<file path="src/rtl/note_pkg.sv">
// rtl/note_pkg.sv - shared mode, play substate and event layout definitions
package note_pkg;

    typedef enum logic [1:0] {
        MODE_IDLE   = 2'b00,
        MODE_RECORD = 2'b01,
        MODE_PLAY   = 2'b10
    } mode_t;

    typedef enum logic [1:0] {
        PLAY_FETCH  = 2'b00,
        PLAY_WAIT   = 2'b01,
        PLAY_FINISH = 2'b10
    } play_state_t;

    localparam int DEFAULT_CLK_DIV   = 50;
    localparam int DEFAULT_TIME_W    = 29;
    localparam int DEFAULT_KEY_IDX_W = 5;

    // Event word is {time, key_idx, press} with press in bit 0.
    localparam int EVT_PRESS_BIT = 0;
    localparam int EVT_KEY_LSB   = 1;

    function automatic int evt_time_lsb(input int key_idx_w);
        return EVT_KEY_LSB + key_idx_w;
    endfunction

    function automatic int evt_width(input int time_w, input int key_idx_w);
        return time_w + key_idx_w + 1;
    endfunction

endpackage

</file>
<file path="src/rtl/note_event_ram.sv">
// rtl/note_event_ram.sv - simple dual-port event buffer, one write port, registered read
module note_event_ram #(
    parameter int DATA_W = 35,
    parameter int DEPTH  = 128,
    parameter int ADDR_W = 7
) (
    input  logic              clk,
    input  logic              wr_en,
    input  logic [ADDR_W-1:0] wr_addr,
    input  logic [DATA_W-1:0] wr_data,
    input  logic              rd_en,
    input  logic [ADDR_W-1:0] rd_addr,
    output logic [DATA_W-1:0] rd_data
);

    logic [DATA_W-1:0] mem [DEPTH];

    always_ff @(posedge clk) begin
        if (wr_en) begin
            mem[wr_addr] <= wr_data;
        end
        if (rd_en) begin
            rd_data <= mem[rd_addr];
        end
    end

endmodule

</file>
<file path="src/rtl/note_event_recorder.sv">
// rtl/note_event_recorder.sv - timestamps key edges into a buffer and replays them with original timing
module note_event_recorder
    import note_pkg::*;
#(
    parameter int NUM_KEYS  = 29,
    parameter int KEY_IDX_W = 5,
    parameter int TIME_W    = 29,
    parameter int DEPTH     = 128,
    parameter int ADDR_W    = 7,
    parameter int CLK_DIV   = DEFAULT_CLK_DIV
) (
    input  logic                clk,
    input  logic                resetn,
    input  logic [NUM_KEYS-1:0] key_state,
    input  logic                record_start,
    input  logic                play_start,
    input  logic                stop,
    output logic [1:0]          mode,
    output logic [NUM_KEYS-1:0] play_keys,
    output logic [ADDR_W:0]     event_count,
    output logic                overflow,
    output logic                done,
    output logic [TIME_W-1:0]   elapsed_us
);

    localparam int EVT_W    = evt_width(TIME_W, KEY_IDX_W);
    localparam int TIME_LSB = evt_time_lsb(KEY_IDX_W);
    localparam int PRE_W    = (CLK_DIV > 1) ? $clog2(CLK_DIV) : 1;
    localparam logic [PRE_W-1:0]     PRE_LAST   = PRE_W'(CLK_DIV - 1);
    localparam logic [ADDR_W:0]      FULL_COUNT = (ADDR_W + 1)'(DEPTH);
    localparam logic [KEY_IDX_W-1:0] LAST_KEY   = KEY_IDX_W'(NUM_KEYS - 1);

    mode_t               mode_r;
    play_state_t         play_state;
    logic [PRE_W-1:0]    prescaler;
    logic [NUM_KEYS-1:0] logged;
    logic [ADDR_W:0]     rd_addr;

    logic [NUM_KEYS-1:0]  diff;
    logic                 has_diff;
    logic [KEY_IDX_W-1:0] diff_idx;
    logic                 diff_level;
    logic                 buf_full;
    logic                 wr_en;
    logic                 rd_en;
    logic [EVT_W-1:0]     wr_data;
    logic [EVT_W-1:0]     rd_data;
    logic [TIME_W-1:0]    rd_time;
    logic [KEY_IDX_W-1:0] rd_key;
    logic                 rd_press;
    logic [ADDR_W:0]      rd_addr_next;

    assign mode = mode_r;

    assign diff       = key_state ^ logged;
    assign has_diff   = |diff;
    assign diff_level = key_state[diff_idx];
    assign buf_full   = (event_count == FULL_COUNT);

    // Lowest changed key wins; the others wait for later cycles.
    always_comb begin
        diff_idx = '0;
        for (int k = NUM_KEYS - 1; k >= 0; k--) begin
            if (diff[k]) begin
                diff_idx = KEY_IDX_W'(k);
            end
        end
    end

    assign wr_en   = (mode_r == MODE_RECORD) && !stop && has_diff && !buf_full;
    assign wr_data = {elapsed_us, diff_idx, diff_level};
    assign rd_en   = (mode_r == MODE_PLAY) && (play_state == PLAY_FETCH);

    assign rd_time      = rd_data[TIME_LSB +: TIME_W];
    assign rd_key       = rd_data[EVT_KEY_LSB +: KEY_IDX_W];
    assign rd_press     = rd_data[EVT_PRESS_BIT];
    assign rd_addr_next = rd_addr + (ADDR_W + 1)'(1);

    note_event_ram #(
        .DATA_W (EVT_W),
        .DEPTH  (DEPTH),
        .ADDR_W (ADDR_W)
    ) u_ram (
        .clk     (clk),
        .wr_en   (wr_en),
        .wr_addr (event_count[ADDR_W-1:0]),
        .wr_data (wr_data),
        .rd_en   (rd_en),
        .rd_addr (rd_addr[ADDR_W-1:0]),
        .rd_data (rd_data)
    );

    always_ff @(posedge clk or negedge resetn) begin
        if (!resetn) begin
            mode_r      <= MODE_IDLE;
            play_state  <= PLAY_FETCH;
            prescaler   <= '0;
            elapsed_us  <= '0;
            logged      <= '0;
            event_count <= '0;
            overflow    <= 1'b0;
            done        <= 1'b0;
            play_keys   <= '0;
            rd_addr     <= '0;
        end else begin
            done <= 1'b0;

            // Timer runs only while a mode is active and holds its last value in IDLE.
            if (mode_r != MODE_IDLE) begin
                if (prescaler == PRE_LAST) begin
                    prescaler <= '0;
                    if (elapsed_us != '1) begin
                        elapsed_us <= elapsed_us + TIME_W'(1);
                    end
                end else begin
                    prescaler <= prescaler + PRE_W'(1);
                end
            end

            case (mode_r)
                MODE_IDLE: begin
                    if (!stop && record_start) begin
                        mode_r      <= MODE_RECORD;
                        prescaler   <= '0;
                        elapsed_us  <= '0;
                        event_count <= '0;
                        overflow    <= 1'b0;
                        logged      <= '0;
                    end else if (!stop && play_start) begin
                        prescaler  <= '0;
                        elapsed_us <= '0;
                        rd_addr    <= '0;
                        play_keys  <= '0;
                        play_state <= PLAY_FETCH;
                        if (event_count == '0) begin
                            done <= 1'b1;
                        end else begin
                            mode_r <= MODE_PLAY;
                        end
                    end
                end

                MODE_RECORD: begin
                    if (stop) begin
                        mode_r <= MODE_IDLE;
                    end else if (has_diff) begin
                        logged[diff_idx] <= diff_level;
                        if (buf_full) begin
                            overflow <= 1'b1;
                        end else begin
                            event_count <= event_count + (ADDR_W + 1)'(1);
                        end
                    end
                end

                MODE_PLAY: begin
                    if (stop) begin
                        mode_r     <= MODE_IDLE;
                        play_keys  <= '0;
                        play_state <= PLAY_FETCH;
                    end else begin
                        case (play_state)
                            PLAY_FETCH: play_state <= PLAY_WAIT;
                            PLAY_WAIT: begin
                                if (rd_time <= elapsed_us) begin
                                    if (rd_key <= LAST_KEY) begin
                                        play_keys[rd_key] <= rd_press;
                                    end
                                    rd_addr    <= rd_addr_next;
                                    play_state <= (rd_addr_next == event_count) ? PLAY_FINISH : PLAY_FETCH;
                                end
                            end
                            PLAY_FINISH: begin
                                done       <= 1'b1;
                                mode_r     <= MODE_IDLE;
                                play_keys  <= '0;
                                play_state <= PLAY_FETCH;
                            end
                            default: play_state <= PLAY_FETCH;
                        endcase
                    end
                end

                default: mode_r <= MODE_IDLE;
            endcase
        end
    end

endmodule

</file>
<file path="config.mk">
export PLATFORM = sky130hd
export DESIGN_NAME = note_event_recorder
export DESIGN_NICKNAME = d
export VERILOG_FILES = /design/src/rtl/note_pkg.sv /design/src/rtl/note_event_ram.sv /design/src/rtl/note_event_recorder.sv
export SDC_FILE = /design/constraint.sdc
export NUM_CORES = 2
export LEC_CHECK = 0
export BUFFER_PORTS_ARGS = -buffer_cell sky130_fd_sc_hd__buf_2
export CELL_PAD_IN_SITES_DETAIL_PLACEMENT = 2
export CELL_PAD_IN_SITES_GLOBAL_PLACEMENT = 2
export CORE_MARGIN = 10
export CORE_UTILIZATION = 45
export DETAILED_ROUTE_END_ITERATION = 12
export HOLD_SLACK_MARGIN = 0.12
export MAX_ROUTING_LAYER = met4
export PLACE_DENSITY = 0.67
export REMOVE_ABC_BUFFERS = 1
export SLEW_MARGIN = 40
export SYNTH_ARGS = -nofsm -noshare
export SYNTH_HDL_FRONTEND = slang
export SYNTH_HIERARCHICAL = 1
export SYNTH_MEMORY_MAX_BITS = 65536
export SYNTH_SLANG_ARGS = --single-unit
</file>
<file path="constraint.sdc">
create_clock -name clk -period 16.2 [get_ports clk]
set_input_delay 0.81 -clock clk [delete_from_list [all_inputs] [get_ports clk]]
set_output_delay 0.81 -clock clk [all_outputs]
set_load 0.01 [all_outputs]
</file>
==> metrics.sh <==
ROUTED_WL_UM=780000
DRTITER0DRC=21006
DETAIL-ROUTE-ANTENNA-NETS=0
SYN_AREA_PER_CELL_UM2=24.0
SYNTH.FF_LATCH_COUNT=4630
GROUTE.LAYER.MET3.USAGE_PCT=6.75
FLOORPLAN.DIE.HEIGHT_UM=651
HOLD_VIOL=0
WORSTPATHCELLLIST='buf_12 -> buf_12 -> buf_16 -> buf_4 -> mux4_2 -> mux4_2 -> mux4_2 -> mux2_2'
SETUP_VIOLS_FINAL=0
FIRST_PASS_GRT_WIRE_LENGTH_UM=931000
POST_SYNTH_INSTANCE_AREA_UM2=179000
MAX_STAGE_DELAY_NS=0.92
CORE_REGION_AREA_UM2=396000
MAX_CAP_VIOLATIONS=0
FLOW.AREA_GROWTH_FROM_SYNTHESIS_PCT=14.7
MAXSLEWHEADROOM_PCT=27.2
HOLD_PATH.CLASS='primary input to flip-flop'
SYNTHFLOPTYPE='edfxtp_1'
DIE_OUTLINE_WIDTH_UM=651
CTS.REPORTEDPATHS.CLKPINSLEW_NS=0.09
CRIT_PATH_MAX_FANOUT=106
CTS_HTREE_LEVELS=5
SYNTHESIS.INSTANCES=7452
TIMING.CRITICAL_PATH.TO_TYPE='flip-flop'
ACHIEVABLE-FREQUENCY_MHz=165
WORST_SETUP_PATH_CATEGORY='flip-flop to flip-flop'
PERIOD_SHARE_PCT=37.4
FLOORPLAN.INITIALDENSITY_PCT=45.2
WL_PER_CELL_UM=56.4
DESIGN.DIE.AREA_UM2=423000
POWER_PER_CELL_AREA_nW_PER_UM2=129
CTS_BUFFERS=482
WORSTMARGINPINSLEW_NS=1.09
GR-USAGE-ALL-LAYERS_PCT=32.9
CRIT_SLOWEST_CELL='dfrtp_4'
YOSYSWARNINGCOUNT=6
MULTIINPUTGATEAREA_UM2=39900
GRT.MET2_USAGE_PCT=51.9
PLACE.GP.CONGESTION=0.800
DRC=0
DETAILROUTE.VIA_COUNT=100308
VIAS_PER_CELL=7.25
GLOBALROUTEMET1UTIL_PCT=41.9
LAYOUT_CELL_SHARE_WITH_DRIVE_STRENGTH_BEYOND_1_PCT=33.4
SYNTHARSTFLOPSHARE_PCT=2.48
SYNTH.DISTINCT_CELLS=67
FILLER_CELL_COUNT=33347
FIN_TNS_SETUP_NS=0
FLOORPLAN.ROWS=231
GR-MAX-USAGE-LAYER='met2'
START_KIND='flip-flop'
CLKLATENCYLATEPIN_NS=1.11
GRT_MAX_DEGREE=123
POWER_LEAKAGE_nW=62.0
LAYOUT_SETUP_WS_NS=10.14
STATUS='completed'
IO-PIN-COUNT=104
PLACEMENT.IO_BUFFERS=103
GRT_PASS1_VIAS=98715
CTS-RESIZED-GATES=0
ANTENNA_FOUND_INITIAL=79
DP_SLACK_NS=10.20
TRITONCTS='built'
TIMING_MAX_TRANSITION_VIOLATIONS_FINAL=0
TIMING.FINAL.CRIT_PERIOD_NS=6.06
SHARE_OF_SYNTHESIZED_AREA_OCCUPIED_BY_FLIP_FLOPS_AND_LATCHES_PCT=77.3
WORST_PATH_REQUIRED_NS=17.03
CRITICAL-PATH-TOP-DELAY-FAMILY='buffers and inverters'
DETAILED_PLACE_HPWL_UM=357000
GRT_REMAINING_OVERFLOW=0
FIRSTDRTPASSITERS=6
CTS-ROOT-TO-SINK-BUFFERS=4
NUMBER_OF_FLOPS_MAPPED_TO_ENABLE_CELLS_BY_YOSYS=4515
AREA.SEQUENTIAL_UM2=139000
CPMOSTUSEDCELL='mux4_2'
RSZ_0062_RAISED_AFTER_GLOBAL_ROUTING='false'
CRITPATHARRIVALTIME_NS=6.89
TIMING.CLOCK.SKEW_NS=0.124
CRITICAL_PATH_BUF_INV_COUNT=4
IR_WORST_VDD_V=0.0000978
FINISH.NET_COUNT=8054
CLOCK_ROOT_BUFFER='clkbuf_16'
CTS.SINK_COUNT=4630
logic make-up (layout without fill, tap and decap cells):
logic type,after synthesis,in the layout,share of synthesized area (%)
mux,1513,1513,18.8
flops,4630,4630,77.3
buf+inv,425,1354,0.965
xor+xnor,82,82,0.405
simple gates,543,543,1.38
fa+ha+maj,39,39,0.273
compound gates,220,220,0.866
other cells,0,204,0
through the flow:
| step | power [W] | hold WS (ns) | cells | utilization [%] | area, um2 |
|---|---|---|---|---|---|
| floorplan | 0.0149 | 0.487 | 7070 | - | 177000 |
| global placement | 0.0144 | 0.475 | 12676 | 47.4 | 188000 |
| detailed placement | 0.0145 | 0.507 | 12703 | 47.6 | 189000 |
| CTS | 0.0258 | 0.123 | 13588 | 51.5 | 204000 |
| global route | 0.0269 | 0.273 | 13811 | 51.9 | 205000 |
| finish | 0.0265 | 0.248 | 13827 | 51.9 | 205000 |
synth_stat cells, types with 8 or more instances:
cell type | number | area [um2]
edfxtp_1 | 4515 | 136000
mux4_2 | 1470 | 33100
nor2_1 | 270 | 1010
clkbuf_1 | 242 | 908
dfrtp_1 | 115 | 2880
buf_2 | 88 | 440
nand2_1 | 87 | 327
o21ai_0 | 64 | 320
xnor2_1 | 50 | 438
buf_1 | 49 | 184
nand3_1 | 49 | 245
inv_1 | 42 | 158
ha_1 | 39 | 488
mux2_2 | 37 | 417
o41ai_1 | 32 | 280
xor2_1 | 31 | 272
o211ai_1 | 26 | 195
nand4_1 | 22 | 138
nor3_1 | 22 | 110
a21oi_1 | 17 | 85.1
or3_1 | 16 | 100
nand2b_1 | 14 | 87.6
nor2b_1 | 13 | 81.3
a21o_1 | 11 | 82.6
o31ai_1 | 10 | 75.1
and3_1 | 8 | 50.1
o21a_1 | 8 | 60.1
registers in the layout (all words and copies together) (netlist names), 2 cells and up:
register,count
play_state,2
mode,2
logged,29
u_ram/mem,4480
play_keys,29
rd_addr,8
elapsed_us,29
prescaler,6
event_count,8
u_ram/rd_data,35
layout by cell type (no fill, tap or decap), types with 10 or more instances in the layout:
| cell | Yosys | routed |
|---|---|---|
| nor2_4 | 0 | 120 |
| buf_12 | 0 | 58 |
| clkinv_2 | 0 | 70 |
| nand2b_1 | 14 | 14 |
| xnor2_1 | 50 | 50 |
| o211ai_1 | 26 | 26 |
| o41ai_1 | 32 | 32 |
| a21o_1 | 11 | 11 |
| edfxtp_1 | 4515 | 4515 |
| or3_1 | 16 | 16 |
| nand2_1 | 87 | 77 |
| diode_2 | 0 | 204 |
| inv_6 | 0 | 10 |
| buf_4 | 0 | 140 |
| clkbuf_1 | 242 | 116 |
| nor3_2 | 0 | 11 |
| ha_1 | 39 | 39 |
| nand4_1 | 22 | 22 |
| mux2_2 | 37 | 37 |
| clkinv_1 | 1 | 126 |
| nand3_1 | 49 | 40 |
| buf_6 | 3 | 109 |
| nor3_1 | 22 | 11 |
| nor2b_1 | 13 | 12 |
| bufinv_16 | 0 | 38 |
| dfrtp_1 | 115 | 77 |
| clkbuf_8 | 0 | 20 |
| dfrtp_4 | 0 | 36 |
| inv_1 | 42 | 40 |
| xor2_1 | 31 | 31 |
| buf_2 | 88 | 102 |
| nor2_1 | 270 | 148 |
| clkbuf_16 | 0 | 490 |
| buf_16 | 0 | 11 |
| mux4_2 | 1470 | 1470 |
| o21ai_0 | 64 | 63 |
| a21oi_1 | 17 | 15 |
power by group:
part,internal [W],leakage [nW],switching [W]
clock,0.00622,7.44,0.00593
sequential,0.0131,42.8,0.0000440
combinational,0.000404,11.7,0.000827
path summary, 6_finish.rpt:
| path | from | end | slack (ns) | depth (start not counted) |
|---|---|---|---|---|
| min | record_start | mode[0] | 0.25 | 3 |
| max | rd_addr[2] | u_ram/rd_data[15] | 10.14 | 8 |
| min reg2reg | play_keys[19] | play_keys[19] | 0.52 | 2 |
| max reg2reg | rd_addr[2] | u_ram/rd_data[15] | 10.14 | 8 |
| max in group asynchronous | resetn | elapsed_us[15] | 14.48 | 3 |
| min in group asynchronous | resetn | logged[0] | 0.35 | 2 |
worst reg2reg max path, stage by stage (launching register included):
cell and delay (ns):
dfrtp_4 0.92, buf_12 0.50, buf_12 0.72, buf_16 0.54
buf_4 0.89, mux4_2 0.57, mux4_2 0.60, mux4_2 0.73
mux2_2 0.38
cell type report:
type                            count  share of cell area (%)
Timing Repair Buffer              427                    2.12
Antenna cell                      204                   0.249
Tap cell                         5242                    3.19
Sequential cell                  4630                    67.5
Multi-Input combinational cell   2397                    19.4
Clock inverter                    263                    1.15
Clock buffer                      621                    6.28
Inverter                           43                  0.0835
per-layer routing:
layer | up-vias | part of all wire [%]
met3 | 2325 | 12
met5 | - | 0
met2 | 9748 | 47
met1 | 54813 | 34
met4 | 0 | 6.8
li1 | 33422 | -
what timing repair did:
item	4_1_cts	5_1_grt
hold endpoints to repair	65	0
setup buffers	0	0
hold buffers	1	0
No activity file was read; power rests on OpenSTA's default activity.
